File: src/rtl/serial_subtractor.sv
// Bit-serial N-bit subtractor: diff = a - b, LSB first, one bit per clock, single registered borrow.
// Latency: N edges from accept to o_valid; minimum accept-to-accept spacing N+2 edges.
// Backpressure: result held stable in DONE until o_ready; no new operands accepted until taken.
module serial_subtractor #(
  parameter int N = 32
) (
  input  logic         clk,
  input  logic         rst,
  input  logic         i_valid,
  output logic         i_ready,
  input  logic [N-1:0] a,
  input  logic [N-1:0] b,
  output logic         o_valid,
  input  logic         o_ready,
  output logic [N-1:0] diff,
  output logic         borrow,
  output logic         overflow,
  output logic         zero
);

  localparam int             CW   = (N > 2) ? $clog2(N) : 1;
  localparam logic [CW-1:0]  LAST = CW'(N - 1);

  typedef enum logic [1:0] {
    IDLE = 2'd0,
    RUN  = 2'd1,
    DONE = 2'd2
  } state_t;

  state_t        state;
  logic [N-1:0]  a_sr;
  logic [N-1:0]  b_sr;
  logic [N-1:0]  res_sr;
  logic          br;
  logic [CW-1:0] cnt;

  // One-bit full-subtractor slice working on the operand LSBs
  logic          a_k;
  logic          b_k;
  logic          d_k;
  logic          br_nxt;
  logic [N-1:0]  res_nxt;

  assign a_k     = a_sr[0];
  assign b_k     = b_sr[0];
  assign d_k     = a_k ^ b_k ^ br;
  assign br_nxt  = (~a_k & b_k) | (~(a_k ^ b_k) & br);
  // The new difference bit enters at the MSB so bit 0 lands at position 0 after N shifts
  assign res_nxt = {d_k, res_sr[N-1:1]};

  // Control FSM, shift datapath and registered result outputs
  always_ff @(posedge clk or negedge rst) begin
    if (!rst) begin
      state    <= IDLE;
      i_ready  <= 1'b0;
      o_valid  <= 1'b0;
      diff     <= '0;
      borrow   <= 1'b0;
      overflow <= 1'b0;
      zero     <= 1'b0;
      a_sr     <= '0;
      b_sr     <= '0;
      res_sr   <= '0;
      br       <= 1'b0;
      cnt      <= '0;
    end else begin
      case (state)
        IDLE: begin
          // i_ready is registered, so it comes up one edge after reset release
          if (i_ready && i_valid) begin
            a_sr    <= a;
            b_sr    <= b;
            res_sr  <= '0;
            br      <= 1'b0;
            cnt     <= '0;
            i_ready <= 1'b0;
            state   <= RUN;
          end else begin
            i_ready <= 1'b1;
          end
        end
        RUN: begin
          a_sr   <= a_sr >> 1;
          b_sr   <= b_sr >> 1;
          res_sr <= res_nxt;
          br     <= br_nxt;
          cnt    <= cnt + 1'b1;
          if (cnt == LAST) begin
            // Here a_k/b_k are the operand sign bits and d_k is the result sign bit
            state    <= DONE;
            o_valid  <= 1'b1;
            diff     <= res_nxt;
            borrow   <= br_nxt;
            overflow <= (a_k ^ b_k) & (d_k ^ a_k);
            zero     <= (res_nxt == '0);
          end
        end
        DONE: begin
          if (o_ready) begin
            o_valid <= 1'b0;
            i_ready <= 1'b1;
            state   <= IDLE;
          end
        end
        default: begin
          state   <= IDLE;
          i_ready <= 1'b0;
          o_valid <= 1'b0;
        end
      endcase
    end
  end

endmodule

File: config.mk
export PLATFORM = sky130hd
export DESIGN_NAME = serial_subtractor
export DESIGN_NICKNAME = d
export VERILOG_FILES = /design/src/rtl/serial_subtractor.sv
export SDC_FILE = /design/constraint.sdc
export NUM_CORES = 1
export LEC_CHECK = 0
export BUFFER_PORTS_ARGS = -buffer_cell sky130_fd_sc_hd__buf_2
export CAP_MARGIN = 20
export CORE_MARGIN = 10
export CORE_UTILIZATION = 52
export CTS_BUF_LIST = sky130_fd_sc_hd__clkbuf_2
export DETAILED_ROUTE_END_ITERATION = 10
export PLACE_DENSITY_LB_ADDON = 0.05
export SLEW_MARGIN = 20
export SYNTH_ARGS = -nofsm -noshare
export SYNTH_HDL_FRONTEND = slang
export SYNTH_SLANG_ARGS = --single-unit
File: constraint.sdc
create_clock -name clk -period 1.95 [get_ports clk]
set_input_delay 0.39 -clock clk [delete_from_list [all_inputs] [get_ports clk]]
set_output_delay 0.39 -clock clk [all_outputs]
set_load 0.02 [all_outputs]
# == Yosys cells after proc, flatten, opt, wreduce, memory -nomap -nowiden ==
# Cells that the tools add are included.
# op_classes
add_sub_neg,1
n_eq_ne,6
muxes,20
n_bitwise,11
n_reduce_logical,9
# op_table
operator,n
$pmux W32 S2,3
$mux W32,3
$logic_not A32 Y1,1
$pmux W5 S2,1
$mux W2,3
$ne A2 B2 Y1 const B,3
$pmux W1 S3,2
$pmux W2 S3,1
$reduce_and A2 Y1,3
$reduce_and A3 Y1,2
$add A5 B1 Y5 const B,1
$eq A5 B5 Y1 const B,1
$mux W1,5
$mux W5,1
$not A1 Y1,4
$and A1 B1 Y1,3
$xor A1 B1 Y1,3
$eq A2 B1 Y1 const B,1
$eq A2 B2 Y1 const B,1
$logic_not A2 Y1,1
$pmux W1 S2,1
$reduce_bool A2 Y1,1
$logic_and A1 B1 Y1,1
$or A1 B1 Y1,1
# totals
reg_bits,141
word_cells,59

# == Logic depth before layout (Yosys ltp) ==
# logic_depth
depth_word,5
depth_mapped,8
depth_no_buf,6

# == Worst setup path before layout ==
# No wires, ideal clock.
# synth_path
path_type,register to register
start,reg cnt[0]
end,reg diff[23]
t_arrival_ns,1.807
t_required_ns,1.825
setup_slack_ns,0.018
stages_incl_launch_ff,8
period_less_slack_ns,1.932
path_cell_list,dfrtp_1 > ha_1 > and3_1 > ha_1 > nand3b_1 > buf_2 > buf_2 > mux2_2
# synth_via
elab_chain_len,2
# synth_rtl
element,line_no,text
start: declaration,35,logic [CW-1:0] cnt;
start signal: assignment,87,cnt <= cnt + 1'b1;
$eq A5 B5 Y1,88,if (cnt == LAST) begin
$reduce_and A2 Y1 (no line),-,
end signal: assignment,92,diff <= res_nxt;
end: declaration,15,"output logic [N-1:0] diff,"
# Every way passes these cells.
# A chain may end at the register's enable or synchronous reset.

# == Worst setup path after layout ==
# layout_path
start,reg cnt[0]
end,reg diff[16]
# The elaborated chain is that of the path after synthesis.

==> qor_table.md <==
| Group | Parameter | Reported |
| --- | --- | --- |
| drt | Drt initial violations | 347 |
| synthesis | Number of synthesized register bits | 140 |
| sta | Slew Limit Headroom | 61.34% |
| floorplanning | Die ar. | 16240 µm² |
| finish | Most frequent cells in the layout | 139 x sky130_fd_sc_hd__dfrtp_1, 115 x sky130_fd_sc_hd__o21ai_0, 103 x sky130_fd_sc_hd__buf_2 |
| critical path | Highest net fanout along the worst path | 10 |
| synthesis | Number of cells produced by synthesis | 491 |
| synthesis | Portion of the post-synthesis area used by sequential elements | 58.37% |
| placed design | Instance area at placement | 6729 µm² |
| critical path | Category of the most critical setup path | reg -> reg |
| synthesis | Yosys warnings | 0 |
| critical path | Levels on crit path | 7 |
| clock network | Clock tree from TritonCTS | yes |
| synthesis | Count of unique library cells instantiated by Yosys | 34 |
| power and ir drop | Power Dens Cells | 1346 nW/µm² |
| drt | Final wirelength | 14340 µm |
| floorplanning | Placeable core region | 11370 µm² |
| critical path | Capturing point of the worst reg2reg path | diff[16]$_DFFE_PN0P_ |
| sta | Period utilisation layout | 97.31% |
| sta | Max frequency | 0.5270 GHz |
| critical path | Register-to-register setup slack | 0.05 ns |
| critical path | Worst setup path endpoint | diff[16]$_DFFE_PN0P_ |
| status | Outcome | finished clean |
| grt | Overflow left after global routing | 0 |
| drt | Number of routed nets with antenna violations | 0 |
| clock network | H-tree levels | 4 |
| floorplanning | Total number of placement rows | 39 |
| finish | Nets | 734 |
| placed design | Gp weighted congestion | 0.7559 |
| grt | Via count of the first global-routing pass | 4567 |
| floorplanning | Boundary pin count | 105 |
| placed design | HPWL Detailed | 8743 µm |
| floorplanning | Die Span Y | 127.4 µm |
| placed design | Number of buffers added on ports | 104 |
| drt | Number of iterations in the first detailed-routing pass | 4 |
| clock network | Maximum number of buffers from clock root to sink | 2 |
| sta | Final setup violation count | 0 |
| synthesis | Post-synthesis cell area | 6002 µm² |
| finish | Area growth from synthesis to layout | 27.58% |
| placed design | Setup WS pre-CTS | 0.05805 ns |
| grt | Global-route usage over all layers | 17.31% |
| drt | Via-to-Cell Ratio | 5.568 |
| grt | Antenna violations before repair | 0 |
| hold path | Depth of the worst hold-timing path | 4 |
| critical path | Worst path cell trace | ha_2, and3_1, ha_1, nand3b_1, buf_12, clkbuf_16, mux2_2 |
| power and ir drop | Cell leakage power | 4.041 nW |
| clock network | Clock-pin transition on the worst setup and hold timing paths | 0.18 ns |
| critical path | Worst R2R Start | cnt[0]$_DFFE_PN0P_ |
| drt | Via Count | 4549 |
| finish | Layout Utilization | 67.35% |
| clock network | Clock network latency to the later pin of the worst-skew pair | 0.69 ns |
| sta | Max Clock Skew | 0.02565 ns |
| critical path | Depth of the most critical reg-to-reg path | 7 |
| grt | Wire length of the first global-routing pass | 23180 µm |
| finish | Final cell area excluding filler cells | 7657 µm² |
| critical path | Max incr delay on CP | 0.44 ns |
| synthesis | Mean area per synthesized cell | 12.22 µm² |
| critical path | Top delay family on crit path | flip-flops |
| critical path | Slowest stage cell on the critical path | sky130_fd_sc_hd__dfrtp_1 |
| hold path | Class of the tightest hold or removal check | in -> reg |
| run | Number of maximum-capacitance violations | 0 |
| finish | Layout cells sized above 1 | 28.64% |
| sta | Final-report hold violation count | 0 |
| synthesis | Area fraction of the dominant cell type after synthesis | 58.37% |
| critical path | Critical Path Sink Type | register |
| synthesis | Leading post-synthesis cells by cell area | sky130_fd_sc_hd__dfrtp_1 58%, sky130_fd_sc_hd__mux2i_1 10%, sky130_fd_sc_hd__o21ai_0 9.6% |
| clock network | Clock root buffer | sky130_fd_sc_hd__clkbuf_2 |
| power and ir drop | Worst voltage drop across the vdd grid | 0.7333 mV |
| critical path | Critical Path Start | cnt[0]$_DFFE_PN0P_ |
| critical path | Arrival time of data at the critical path endpoint | 2.48 ns |
| clock network | Sink count of the clock tree | 140 |
| finish | Ant diodes | 0 |
| floorplanning | Initial Utilization | 52.79% |
| synthesis | Largest area contributor in the synthesized netlist | sky130_fd_sc_hd__dfrtp_1 |
| drt | Number of remaining DRC errors | 0 |
| critical path | Worst EP required | 2.53 ns |
| grt | Pin count of the biggest net entering global routing | 78 |
| clock network | Total clock buffers created by CTS | 17 |
| sta | Min setup slack post-route | 0.05255 ns |
| synthesis | Synthesized netlist net count | 563 |
| critical path | Crit path buffers/inverters | 2 |
| sta | Max-slew violation count | 0 |
| critical path | Worst setup SP type | register |
| power and ir drop | Total chip power | 10.31 mW |
| sta | Slew at the pin with the worst max-slew slack | 0.5799 ns |
| sta | Time the worst path needs with I/O delays and setup | 1.897 ns |
| floorplanning | Die Wd | 127.4 µm |
| finish | Commonest non-fill, non-tap cell in the layout | sky130_fd_sc_hd__dfrtp_1 |
| drt | Wire length per cell after detailed routing | 17.55 µm |
-- metrics by stage --
step                std cells  hold slack (ns)  setup TNS (ns)
finish                    817           0.1594               0
global route              817          0.07040        -0.02812
CTS                       811          0.07046               0
detailed placement        715           0.3733               0
global placement          715           0.3747               0
floorplan                 491          0.09441               0
-- area by class of cell --
| class | instances | area [µm²] |
|---|---|---|
| Clock buffer | 20 | 100.1 |
| Clock inverter | 11 | 78.83 |
| Fill cell | 850 | 3712 |
| Inverter | 2 | 7.507 |
| Multi-Input combinational cell | 307 | 2283 |
| Sequential cell | 140 | 3505 |
| Tap cell | 143 | 178.9 |
| Timing Repair Buffer | 194 | 1504 |
-- where the power goes --
part	switching, mW	internal (mW)	leakage, nW
Clock	0.980	0.438	0.117
Sequential	0.813	4.09	1.80
Combinational	2.02	1.97	2.12
-- per-layer routing --
layer	track usage (%)	wire length (µm)	vias up	share of wire (%)
met3	5.128	739	19	5.2
met5	0	0	-	0
li1	-	-	2150	-
met4	6.363	206	0	1.4
met2	27.44	7188	108	50
met1	21.96	6203	2272	43
-- flip-flops by register name (all words and copies together) (netlist names) --
name	flops
i_ready	1
state	2
o_valid	1
diff	32
br	1
overflow	1
a_sr	32
cnt	5
borrow	1
zero	1
b_sr	32
res_sr	31
-- Yosys cell counts --
library cell	count
sky130_fd_sc_hd__a211oi_1	2
sky130_fd_sc_hd__a21oi_1	3
sky130_fd_sc_hd__a22o_1	34
sky130_fd_sc_hd__and3_1	1
sky130_fd_sc_hd__and4b_1	1
sky130_fd_sc_hd__buf_2	15
sky130_fd_sc_hd__buf_4	2
sky130_fd_sc_hd__buf_6	6
sky130_fd_sc_hd__clkbuf_1	19
sky130_fd_sc_hd__dfrtp_1	140
sky130_fd_sc_hd__fa_1	1
sky130_fd_sc_hd__ha_1	3
sky130_fd_sc_hd__inv_1	2
sky130_fd_sc_hd__mux2_2	33
sky130_fd_sc_hd__mux2i_1	62
sky130_fd_sc_hd__nand2_1	7
sky130_fd_sc_hd__nand2b_1	2
sky130_fd_sc_hd__nand3_1	1
sky130_fd_sc_hd__nand3b_1	1
sky130_fd_sc_hd__nand4_1	2
sky130_fd_sc_hd__nor2_1	3
sky130_fd_sc_hd__nor2b_1	1
sky130_fd_sc_hd__nor3_1	2
sky130_fd_sc_hd__nor3b_1	1
sky130_fd_sc_hd__nor4_1	7
sky130_fd_sc_hd__nor4b_1	1
sky130_fd_sc_hd__o21ai_0	115
sky130_fd_sc_hd__o21ai_1	16
sky130_fd_sc_hd__o21bai_1	1
sky130_fd_sc_hd__o2bb2ai_1	1
sky130_fd_sc_hd__o31ai_1	3
sky130_fd_sc_hd__or2_1	1
sky130_fd_sc_hd__or2b_1	1
sky130_fd_sc_hd__xor2_1	1
-- worst reg2reg max path: cells and delay by family, from the launching register on --
kind	cells	cell delay, ns
adder cells (fa/ha/maj)	2	0.41
buffers and inverters	2	0.30
flip-flops	1	0.44
multiplexers	1	0.33
AND/OR/NAND/NOR	2	0.32
-- cells by family (layout without fill, tap and decap cells) --
| group | after synthesis | in the layout | share of synthesized area, % |
|---|---|---|---|
| compound gates | 175 | 175 | 17.03 |
| flops | 140 | 140 | 58.37 |
| mux | 95 | 95 | 16.53 |
| buf+inv | 44 | 227 | 3.940 |
| simple gates | 32 | 32 | 3.023 |
| fa+ha+maj | 4 | 4 | 0.9590 |
| xor+xnor | 1 | 1 | 0.1460 |
-- worst min-delay path by stage --
stage                        from              endpoint  slack [ns]
after floorplan               rst   a_sr[0]$_DFFE_PN0P_        0.09
after global placement        rst   diff[7]$_DFFE_PN0P_        0.37
after detailed placement      rst   diff[9]$_DFFE_PN0P_        0.37
after CTS                 i_valid  state[0]$_DFFE_PN0P_        0.07
after global routing      i_valid  state[0]$_DFFE_PN0P_        0.07
final                     i_valid  state[0]$_DFFE_PN0P_        0.16
-- timing repair --
action,CTS,global route
gates resized for setup,0,1
endpoints found under the hold margin,168,0
setup buffers,0,3
hold buffers,65,0
setup endpoints to repair,0,32
(Power assumes the default switching activity.)
